`src/rtl/alu_issue_ctrl.sv`:
```
// Purpose : decodes MIPS instruction words into ALU controls, sequences the ALU and returns results; owns HI/LO.
// Latency : ALU ops respond 2 cycles after accept, mult/div 1+MD_CYCLES, mfhi/mflo/illegal 1.
// Backpressure: one instruction in flight; instr_ready low until the response is consumed (res_ready).
//
// Ports: clk/rst_n (async active-low); instr_valid/instr_ready/instr = instruction channel;
//        alu_Y/alu_hi/alu_lo/alu_flags = ALU results in; alu_op/alu_sign/alu_cmp = ALU controls out;
//        res_valid/res_ready/res_data/res_flags/res_illegal = response channel; hi_reg/lo_reg = architectural
//        HI/LO; busy = not idle.
// Build option: define ALU_TRAP_OVF_EN to turn signed overflow on add/sub/addi into an illegal response.
module alu_issue_ctrl #(
    parameter int unsigned MD_CYCLES = 4,
    parameter logic [2:0]  CMP_SLT   = 3'b001
) (
    input  logic        clk,
    input  logic        rst_n,
    input  logic        instr_valid,
    output logic        instr_ready,
    input  logic [31:0] instr,
    input  logic [31:0] alu_Y,
    input  logic [31:0] alu_hi,
    input  logic [31:0] alu_lo,
    input  logic [3:0]  alu_flags,
    output logic [3:0]  alu_op,
    output logic [1:0]  alu_sign,
    output logic [2:0]  alu_cmp,
    output logic        res_valid,
    input  logic        res_ready,
    output logic [31:0] res_data,
    output logic [3:0]  res_flags,
    output logic        res_illegal,
    output logic [31:0] hi_reg,
    output logic [31:0] lo_reg,
    output logic        busy
);

    typedef enum logic [1:0] {IDLE, EXEC, MDWAIT, RESP} state_t;
    typedef enum logic [2:0] {K_ALU, K_MD, K_MFHI, K_MFLO, K_ILL} kind_t;

    localparam logic [3:0] MD_LOAD = 4'(MD_CYCLES - 1);

    state_t      state_q, state_d;
    logic [3:0]  md_cnt;
    logic [3:0]  d_op;
    logic [1:0]  d_sign;
    logic [2:0]  d_cmp;
    kind_t       d_kind;
    logic [5:0]  opcode;
    logic [5:0]  funct;
    logic        accept;
`ifdef ALU_TRAP_OVF_EN
    logic        d_trap;
    logic        trap_chk;
`endif

    // Register fields live in the ALU datapath, not here.
    logic unused_instr_bits;
    assign unused_instr_bits = ^instr[25:6];

    assign opcode      = instr[31:26];
    assign funct       = instr[5:0];
    assign instr_ready = (state_q == IDLE);
    assign res_valid   = (state_q == RESP);
    assign busy        = (state_q != IDLE);
    assign accept      = instr_valid && instr_ready;

    // Instruction decode: anything not matched stays illegal with zero controls.
    always_comb begin
        d_op   = 4'b0000;
        d_sign = 2'b00;
        d_cmp  = 3'b000;
        d_kind = K_ILL;
`ifdef ALU_TRAP_OVF_EN
        d_trap = 1'b0;
`endif
        if (opcode == 6'h00) begin
            d_kind = K_ALU;
            case (funct)
                6'h20: begin d_op = 4'b0001; d_sign = 2'b10;
`ifdef ALU_TRAP_OVF_EN
                             d_trap = 1'b1;
`endif
                       end
                6'h21: begin d_op = 4'b0001; d_sign = 2'b00; end
                6'h22: begin d_op = 4'b0001; d_sign = 2'b11;
`ifdef ALU_TRAP_OVF_EN
                             d_trap = 1'b1;
`endif
                       end
                6'h23: begin d_op = 4'b0001; d_sign = 2'b01; end
                6'h24: d_op = 4'b0100;
                6'h25: d_op = 4'b0101;
                6'h26: d_op = 4'b1100;
                6'h27: d_op = 4'b0110;
                6'h00: d_op = 4'b1000;
                6'h02: d_op = 4'b0111;
                6'h03: d_op = 4'b1001;
                6'h2A: begin d_op = 4'b1101; d_sign = 2'b10; d_cmp = CMP_SLT; end
                6'h2B: begin d_op = 4'b1101; d_sign = 2'b00; d_cmp = CMP_SLT; end
                6'h18: begin d_op = 4'b0010; d_sign = 2'b10; d_kind = K_MD; end
                6'h19: begin d_op = 4'b0010; d_sign = 2'b00; d_kind = K_MD; end
                6'h1A: begin d_op = 4'b0011; d_sign = 2'b10; d_kind = K_MD; end
                6'h1B: begin d_op = 4'b0011; d_sign = 2'b00; d_kind = K_MD; end
                6'h10: d_kind = K_MFHI;
                6'h12: d_kind = K_MFLO;
                default: d_kind = K_ILL;
            endcase
        end else begin
            d_kind = K_ALU;
            case (opcode)
                6'h08: begin d_op = 4'b0001; d_sign = 2'b10;
`ifdef ALU_TRAP_OVF_EN
                             d_trap = 1'b1;
`endif
                       end
                6'h09: begin d_op = 4'b0001; d_sign = 2'b00; end
                6'h0A: begin d_op = 4'b1101; d_sign = 2'b10; d_cmp = CMP_SLT; end
                6'h0C: d_op = 4'b0100;
                6'h0D: d_op = 4'b0101;
                6'h0E: d_op = 4'b1100;
                6'h0F: d_op = 4'b1010;
                default: d_kind = K_ILL;
            endcase
        end
    end

    always_ff @(posedge clk or negedge rst_n) begin
        if (!rst_n) state_q <= IDLE;
        else        state_q <= state_d;
    end

    always_comb begin
        state_d = state_q;
        case (state_q)
            IDLE: begin
                if (accept) begin
                    case (d_kind)
                        K_ALU:   state_d = EXEC;
                        K_MD:    state_d = MDWAIT;
                        default: state_d = RESP;
                    endcase
                end
            end
            EXEC:    state_d = RESP;
            MDWAIT:  if (md_cnt == 4'd0) state_d = RESP;
            RESP:    if (res_ready) state_d = IDLE;
            default: state_d = IDLE;
        endcase
    end

    always_ff @(posedge clk or negedge rst_n) begin
        if (!rst_n) begin
            alu_op      <= 4'b0000;
            alu_sign    <= 2'b00;
            alu_cmp     <= 3'b000;
            res_data    <= 32'h0;
            res_flags   <= 4'h0;
            res_illegal <= 1'b0;
            hi_reg      <= 32'h0;
            lo_reg      <= 32'h0;
            md_cnt      <= 4'd0;
`ifdef ALU_TRAP_OVF_EN
            trap_chk    <= 1'b0;
`endif
        end else begin
            case (state_q)
                IDLE: begin
                    if (accept) begin
                        alu_op   <= d_op;
                        alu_sign <= d_sign;
                        alu_cmp  <= d_cmp;
`ifdef ALU_TRAP_OVF_EN
                        trap_chk <= d_trap;
`endif
                        // HI/LO are read here, so a capture in an earlier MDWAIT is already visible.
                        case (d_kind)
                            K_MD:   md_cnt <= MD_LOAD;
                            K_MFHI: begin res_data <= hi_reg; res_flags <= 4'h0; res_illegal <= 1'b0; end
                            K_MFLO: begin res_data <= lo_reg; res_flags <= 4'h0; res_illegal <= 1'b0; end
                            K_ILL:  begin res_data <= 32'h0;  res_flags <= 4'h0; res_illegal <= 1'b1; end
                            default: ;
                        endcase
                    end
                end
                EXEC: begin
                    res_data    <= alu_Y;
                    res_flags   <= alu_flags;
                    res_illegal <= 1'b0;
`ifdef ALU_TRAP_OVF_EN
                    if (trap_chk && alu_flags[0]) begin
                        res_data    <= 32'h0;
                        res_illegal <= 1'b1;
                    end
`endif
                end
                MDWAIT: begin
                    if (md_cnt == 4'd0) begin
                        hi_reg    <= alu_hi;
                        lo_reg    <= alu_lo;
                        res_data  <= alu_lo;
                        res_flags <= 4'h0;
                    end else begin
                        md_cnt <= md_cnt - 4'd1;
                    end
                end
                RESP: begin
                    if (res_ready) begin
                        alu_op      <= 4'b0000;
                        alu_sign    <= 2'b00;
                        alu_cmp     <= 3'b000;
                        res_illegal <= 1'b0;
                    end
                end
                default: ;
            endcase
        end
    end

endmodule

```
`config.mk`:
```
export PLATFORM = sky130hd
export DESIGN_NAME = alu_issue_ctrl
export DESIGN_NICKNAME = d
export VERILOG_FILES = /design/src/rtl/alu_issue_ctrl.sv
export SDC_FILE = /design/constraint.sdc
export NUM_CORES = 1
export LEC_CHECK = 0
export ABC_AREA = 0
export CORE_ASPECT_RATIO = 1.25
export CORE_MARGIN = 3
export CORE_UTILIZATION = 53
export DETAILED_ROUTE_END_ITERATION = 16
export DONT_BUFFER_PORTS = 1
export PLACE_DENSITY_LB_ADDON = 0.08
export SLEW_MARGIN = 0
export SYNTH_ARGS = -nofsm -noshare
export SYNTH_HDL_FRONTEND = slang
export SYNTH_SLANG_ARGS = --single-unit
```
`constraint.sdc`:
```
create_clock -name clk -period 2.95 [get_ports clk]
set_clock_uncertainty 0.05 [all_clocks]
set_input_delay 0.295 -clock clk [delete_from_list [all_inputs] [get_ports clk]]
set_output_delay 0.295 -clock clk [all_outputs]
set_load 0.05 [all_outputs]
```
# Word level (Yosys, flattened, before mapping)
# Cells that the tools add are included.
# totals
word_cells,122
input_bits,136
output_inout_bits,113
register_bits,116
# op_classes
eq_ne,40
mux,41
n_reduce_logical,30
add_sub_neg,1
# op_table
cell,count
one-hot mux 32 bit (3 select lines),2
two-way mux 32 bit,2
"== test 6 bit, second input constant",10
one-hot mux 4 bit (11 select lines),1
"== test 6 x 4 -> 1 bit, second input constant",7
"== test 6 x 5 -> 1 bit, second input constant",6
two-way mux 4 bit,9
one-hot mux 4 bit (6 select lines),1
one-hot mux 4 bit (2 select lines),2
AND reduction 4 bit,4
two-way mux 3 bit,5
OR reduction 13 bit,1
"== test 6 x 2 -> 1 bit, second input constant",2
zero test 6 bit,2
two-way mux 2 bit,6
one-hot mux 3 bit (4 select lines),1
one-hot mux 4 bit (3 select lines),1
OR reduction 2 bit,6
OR reduction 4 bit,3
one-hot mux 2 bit (2 select lines),2
one-hot mux 2 bit (4 select lines),1
OR reduction 7 bit,1
"== test 3 x 2 -> 1 bit, second input constant",2
"inequality test 2 x 1 -> 1 bit, second input constant",3
other kinds (22),32

# Logic depth before layout (Yosys ltp)
# Gate-level depths: netlist (run 1).
# depth
word_depth,9
ltp_mapped,10
depth_no_buf,8

# Least setup slack after synthesis (run 1)
# No wires, ideal clock.
# synth_path
path_kind,reg2reg
from,register state_q[0]
to,register res_data[0]
synth_period_minus_slack_ps,2722
arrival_ps,2551
path_slack_ps,228
stages_incl_launch_ff,10
n_path_buf,2
required_time_ps,2779
cell_sequence,dfrtp_1 -> inv_1 -> ha_1 -> inv_1 -> a2111oi_0 -> a2111o_1 -> buf_6 -> buf_6 -> a21oi_2 -> a22o_1
# synth_via
elab_chain_cells,4
elab_cells_between_ends,10
cone_classes,eq/ne: 5; mux: 1; reduce/logical: 4
# synth_rtl
element,line,rtl
start: declaration,41,"state_t state_q, state_d;"
start signal: assignment,128,else state_q <= state_d;
zero test 2 bit (*),61,assign instr_ready = (state_q == IDLE);
via instr_ready,17,"output logic instr_ready,"
logical AND 1 bit,64,assign accept = instr_valid && instr_ready;
inequality test 2 x 1 -> 1 bit (no source line),--,
AND reduction 4 bit (no source line),--,
end signal: assignment,185,res_data <= alu_Y;
end signal: assignment,199,res_data <= alu_lo;
end: declaration,28,"output logic [31:0] res_data,"
# The timed path passes the listed nets; every way through them passes the cells marked *.
# A chain may end at the register's enable or synchronous reset.

# Worst setup path after layout (run 1)
# layout_path
from,register state_q[0]
to,register md_cnt[1]
# layout_via
elab_chain_cells,4
elab_cells_between_ends,9
cone_classes,eq/ne: 4; mux: 1; reduce/logical: 4
# layout_rtl
element,line,rtl
zero test 2 bit,"61, 165",
logical AND 1 bit,64,
inequality test 2 x 1 -> 1 bit (no source line),--,
AND reduction 4 bit (no source line),--,
end signal: assignment,202,md_cnt <= md_cnt - 4'd1;
end: declaration,42,logic [3:0] md_cnt;
# Parallel ways exist; a longest one is shown, timed or not.

==> results.py, run 1 <==
metrics = {
    "status": {
        "status": "complete, but fails checks",
        "failing_checks": "negative hold slack",
    },
    "worst_setup_path": {
        "crit_path_start_kind": "flop",
        "worst-path-buf-inv": 2,
        "worstSetupEndpointType": "flop",
        "critical_path_required_ps": 3190,
        "kind_of_cell_adding_the_most_delay_to_the_critical_path": "simple AND/OR/NAND/NOR gates",
        "critical_path.max_stage_delay_ps": 450,
        "critical_path.cell_chain": "inv_1 -> ha_2 -> nor4b_2 -> buf_12 -> or2_1 -> mux2_2",
        "cp_data_arrival_time_ps": 2770,
        "crit_fanout": 63,
        "criticalPathCategory": "reg -> reg",
        "regToRegSetupSlack_ps": 420,
        "slowest_stage": "ha_2",
    },
    "clocking": {
        "htree_levels": 4,
        "clockRootBuffer": "clkbuf_16",
        "cts_sinks": 114,
        "cts.path.max_buffers": 2,
        "cts_tree": "built",
        "path_clk_slew_ps": 60,
        "numCtsBuffers": 17,
        "post_cts_setup_inserts": 0,
        "post_cts.resized_instances": 0,
        "clock_insertion_delay_worst_skew_ps": 410,
        "cts_hold_buf": 69,
    },
    "timing": {
        "max_freq_ghz": 0.396,
        "final-setup-viol-count": 0,
        "drv_slew": 0,
        "final_critical_path_setup_slack_ps": 422,
        "worst_max_slew_margin_expressed_relative_to_the_limit": 0.367,
        "fin_crit_sh": 0.857,
        "setup_total_negative_slack_ps": 0,
        "finalHoldViolations": 114,
        "rsz0062_at_grt": "false",
        "fin_hold_ws_ps": -472,
        "worst_slew_pin_slew_ps": 950,
        "post-route-min-period_ps": 2530,
    },
    "grt": {
        "global_route.usage.total": 0.265,
        "antenna_found_initial": 0,
        "maximum_number_of_pins_on_one_net_before_global_route_repair": 115,
        "number_of_global_route_vias_before_repair": 4833,
        "wire_length_of_the_first_global_routing_pass_um": 25200,
        "overflow": 0,
    },
    "placement": {
        "portBuffers": 0,
        "post-dp-hpwl_um": 10400,
        "placed_cell_area_mm2": 0.00599,
        "pre_cts_slack_ps": 392,
        "gpl.final_weighted_congestion": 0.839,
    },
    "run": {
        "timing.max_cap.violations": 0,
    },
    "final_layout": {
        "utilization": 0.679,
        "num-nets-final": 705,
        "share_of_post_route_cells_with_drive_strength_above_1": 0.260,
        "mostFrequentLayoutCells": "dfrtp_1, dlygate4sd3_1, mux2_2, a22o_1, a22oi_1",
        "postLayoutCellArea_mm2": 0.00728,
        "antenna_cells": 0,
        "synthToLayoutAreaGrowth_pct": 23.7,
        "mostFrequentLayoutCell": "dfrtp_1",
    },
    "routing": {
        "detailedRoute.firstIterationViolations": 339,
        "vias": 4644,
        "detail_route.drc_violations": 0,
        "wire_per_inst_um": 23.3,
        "drt-total-wl_um": 16400,
        "route.antenna.remaining_nets": 0,
        "route.detailed.vias_per_inst": 6.59,
        "dr.pass1.iters": 5,
    },
    "synth": {
        "synth.cell_area_mm2": 0.00589,
        "synth_top_cell_area_share": 0.485,
        "synthFlopType": "dfrtp_1",
        "ys_types": 52,
        "ys_seq_elements": 114,
        "yosys_warnings": 0,
        "seq_area_frac_synth": 0.485,
        "synthCells": 502,
        "synth_top_area_cell": "dfrtp_1",
        "synthArstFlopShare": 1.00,
        "largest_cells_by_area_after_synthesis": "dfrtp_1, mux2_2, a22o_1",
        "synth_area_per_cell_um2": 11.7,
        "synth_edf_count": 0,
    },
    "floorplan": {
        "chipHeight_um": 124,
        "floorplan.io_pins": 249,
        "core-area_mm2": 0.0107,
        "die_width_um": 100,
        "die_area_mm2": 0.0124,
        "initial_core_util": 0.549,
        "row_count": 42,
    },
    "hold_path": {
        "hold_removal_path_class": "in -> async",
    },
    "pwr": {
        "power.density_mw_per_mm2": 1470,
        "max_ir_drop_vdd_mv": 0.757,
        "leakage_nw": 3.21,
    },
}
==> cells by family after synthesis <==
logic type	after synthesis	synth area share
multiplexers	66	0.126
AND/OR/NAND/NOR	75	0.0689
flip-flops	114	0.485
other	1	0.000637
AO/OA/AOI/OAI	185	0.256
adder cells (fa/ha/maj)	8	0.0170
buffers and inverters	53	0.0468
==> path summary, 6_finish.rpt <==
check / from / end / cells past startpoint
min in group clk: instr[3] / alu_sign[0] / 3
max: state_q[0] / md_cnt[1] / 6
min reg2reg: md_cnt[1] / md_cnt[1] / 1
max reg2reg: state_q[0] / md_cnt[1] / 6
min: rst_n / res_data[4] / 0
max in group asynchronous: rst_n / alu_op[2] / 0
==> area by class of cell <==
cell class              count  area [um^2]
repair buffers             83          846
multi-input cells         336         2780
well taps                 132          165
inverters                   9         33.8
fillers                   810         3440
flip-flops and latches    114         2850
clock buffers              21          470
clock inverters            10          133
==> synth_stat cells (7+ instances only) <==
cell type and n:
o21ai_0 17, a21oi_2 30, a221o_1 32, dfrtp_1 114, mux2_2 65, inv_1 9, ha_1 8, clkbuf_1 21
nand2_1 33, a22o_1 38, a21oi_1 9, buf_6 7, buf_2 10, a22oi_1 34
==> metrics by stage <==
stage	std cells	hold slack, ps	total power [mW]
global route	705	-499	11.2
detailed placement	605	-47.4	8.56
floorplan	503	-50.6	7.81
finish	705	-472	10.7
CTS	705	-486	10.7
global placement	605	-47.5	8.40
==> where the power goes <==
| group | internal (mW) | switching [mW] | leakage (nW) |
|---|---|---|---|
| clock network | 1.38 | 0.717 | 0.291 |
| logic | 1.68 | 1.84 | 1.41 |
| registers | 2.21 | 2.88 | 1.51 |
| total | 5.27 | 5.43 | 3.21 |
==> routing by layer <==
metal | track usage | up-vias | wire length (um)
met2 | 0.458 | 213 | 8720
li1 | - | 2063 | -
met5 | 0 | - | 0
met4 | 0.109 | 0 | 295
met1 | 0.299 | 2344 | 6090
met3 | 0.0896 | 24 | 1330
==> worst reg2reg max path: cells and delay by family, from the launching register on <==
family                     cells  cell delay [ps]
and+or+nand+nor                2              670
buffers and inverters          2              510
adders and majority gates      1              450
DFF                            1              400
muxes                          1              340
Note: power is estimated with default switching activity, not from simulation.
==> run 2, diff against run 1 <==
Settings changed: CELL_PAD_IN_SITES_DETAIL_PLACEMENT from default to 1, CELL_PAD_IN_SITES_GLOBAL_PLACEMENT from default to 1, CORE_UTILIZATION 53 to 44, CTS_BUF_LIST from default to sky130_fd_sc_hd__clkbuf_16.
Clock period 2.95 ns to 2.3 ns, I/O delays scaled along.
==> results.py, run 2 (synthesized netlist as in run 1, its figures left out) <==
metrics = {
    "timing": {
        "final_critical_path_setup_slack_ps": 143,
        "fin_hold_ws_ps": -542,
        "final-setup-viol-count": 0,
        "drv_slew": 0,
        "rsz0062_at_grt": "false",
        "worst_slew_pin_slew_ps": 573,
        "worst_max_slew_margin_expressed_relative_to_the_limit": 0.608,
        "fin_crit_sh": 0.938,
        "finalHoldViolations": 114,
        "setup_total_negative_slack_ps": 0,
        "max_freq_ghz": 0.464,
        "post-route-min-period_ps": 2160,
    },
    "hold_path": {
        "hold_removal_path_class": "in -> async",
    },
    "placement": {
        "post-dp-hpwl_um": 12100,
        "pre_cts_slack_ps": 89.6,
        "portBuffers": 0,
        "gpl.final_weighted_congestion": 0.821,
    },
    "floorplan": {
        "initial_core_util": 0.457,
        "core-area_mm2": 0.0129,
        "floorplan.io_pins": 249,
        "die_area_mm2": 0.0148,
        "chipHeight_um": 135,
        "row_count": 46,
        "die_width_um": 109,
    },
    "clocking": {
        "cts_sinks": 114,
        "clock_insertion_delay_worst_skew_ps": 410,
        "clockRootBuffer": "clkbuf_16",
        "htree_levels": 4,
        "path_clk_slew_ps": 60,
        "cts_hold_buf": 70,
        "numCtsBuffers": 17,
        "cts_tree": "built",
        "cts.path.max_buffers": 2,
    },
    "worst_setup_path": {
        "kind_of_cell_adding_the_most_delay_to_the_critical_path": "compound AO/OA/AOI/OAI gates",
        "slowest_stage": "dfrtp_1",
        "crit_fanout": 38,
        "worst-path-buf-inv": 3,
        "cp_data_arrival_time_ps": 2410,
        "reg2regPathDepth": 8,
        "crit_path_start_kind": "flop",
        "crit_cells": 8,
        "regToRegSetupSlack_ps": 140,
        "critical_path.max_stage_delay_ps": 420,
        "critical_path.cell_chain": "inv_1 -> ha_4 -> clkinvlp_4 -> a2111oi_2 -> a2111o_2 -> buf_12 -> a21oi_1 -> a22o_1",
        "criticalPathCategory": "reg -> reg",
        "worstSetupEndpointType": "flop",
        "critical_path_required_ps": 2550,
    },
    "routing": {
        "wire_per_inst_um": 25.1,
        "vias": 4736,
        "route.detailed.vias_per_inst": 6.29,
        "detailedRoute.firstIterationViolations": 314,
        "route.antenna.remaining_nets": 0,
        "detail_route.drc_violations": 0,
        "drt-total-wl_um": 18900,
        "dr.pass1.iters": 5,
    },
    "final_layout": {
        "mostFrequentLayoutCell": "dfrtp_1",
        "synthToLayoutAreaGrowth_pct": 27.7,
        "share_of_post_route_cells_with_drive_strength_above_1": 0.287,
        "num-nets-final": 716,
        "mostFrequentLayoutCells": "dfrtp_1, dlygate4sd3_1, mux2_2, a22o_1, a22oi_1",
        "antenna_cells": 0,
    },
    "status": {
        "status": "complete, but fails checks",
        "failing_checks": "negative hold slack",
    },
    "pwr": {
        "max_ir_drop_vdd_mv": 0.950,
        "power.net_switching_mw": 7.21,
        "power.sequential.fraction": 0.461,
        "leakage_nw": 3.28,
        "power_report.internal_total_mw": 6.97,
        "pwr-share-comb": 0.343,
        "total_power_mw": 14.2,
        "p_sw_frac": 0.509,
        "power.density_mw_per_mm2": 1890,
        "pwr-share-clk": 0.196,
    },
    "grt": {
        "overflow": 0,
        "wire_length_of_the_first_global_routing_pass_um": 29100,
        "maximum_number_of_pins_on_one_net_before_global_route_repair": 115,
        "number_of_global_route_vias_before_repair": 5264,
        "global_route.usage.total": 0.259,
        "antenna_found_initial": 0,
    },
    "run": {
        "timing.max_cap.violations": 0,
    },
}
## run 2: metal layers
metal / vias to the layer above / global-route usage / wire (um)
met2: 187 / 0.447 / 10100
met5: - / 0 / 0
met4: 0 / 0.0963 / 398
li1: 2078 / - / -
met1: 2437 / 0.284 / 6930
met3: 34 / 0.102 / 1530
## run 2: final cells by class
class | count | area (um^2)
clock buffers | 17 | 425
clock inverters | 15 | 190
fillers | 1297 | 5380
inverters | 9 | 37.5
multi-input cells | 336 | 2830
flip-flops and latches | 114 | 2850
well taps | 168 | 210
repair buffers | 94 | 972
## run 2: per-stage QoR
stage / utilization / hold slack [ps] / instance area [um^2] / instances
floorplan: - / -116 / 5910 / 503
global placement: 0.479 / -113 / 6170 / 650
detailed placement: 0.479 / -113 / 6170 / 650
CTS: 0.581 / -562 / 7490 / 752
global route: 0.583 / -572 / 7510 / 753
finish: 0.583 / -542 / 7510 / 753
## run 2: worst paths after layout
path,start,endpoint
max in group asynchronous,rst_n,lo_reg[8]
worst max register to register,state_q[1],res_data[31]
worst max-delay path,state_q[1],res_data[31]
worst min-delay path,rst_n,alu_op[3]
min in group clk,instr[0],alu_sign[1]
worst min register to register,md_cnt[1],md_cnt[1]
## run 2: what timing repair did
| item | in CTS | in global routing |
|---|---|---|
| resized for setup | 0 | 4 |
| buffers inserted | 0 | 1 |
| setup endpoints to repair | 0 | 36 |
| endpoints found under the hold margin | 183 | 114 |
## run 2: power groups by stage
stage | Sequential [mW] | Clock, mW | Combinational, mW
finish | 6.54 | 2.78 | 4.86
global placement | 6.55 | 0 | 4.49
CTS | 6.54 | 2.82 | 4.80
detailed placement | 6.57 | 0 | 4.72
floorplan | 6.23 | 0 | 3.82
global route | 6.67 | 2.93 | 5.32
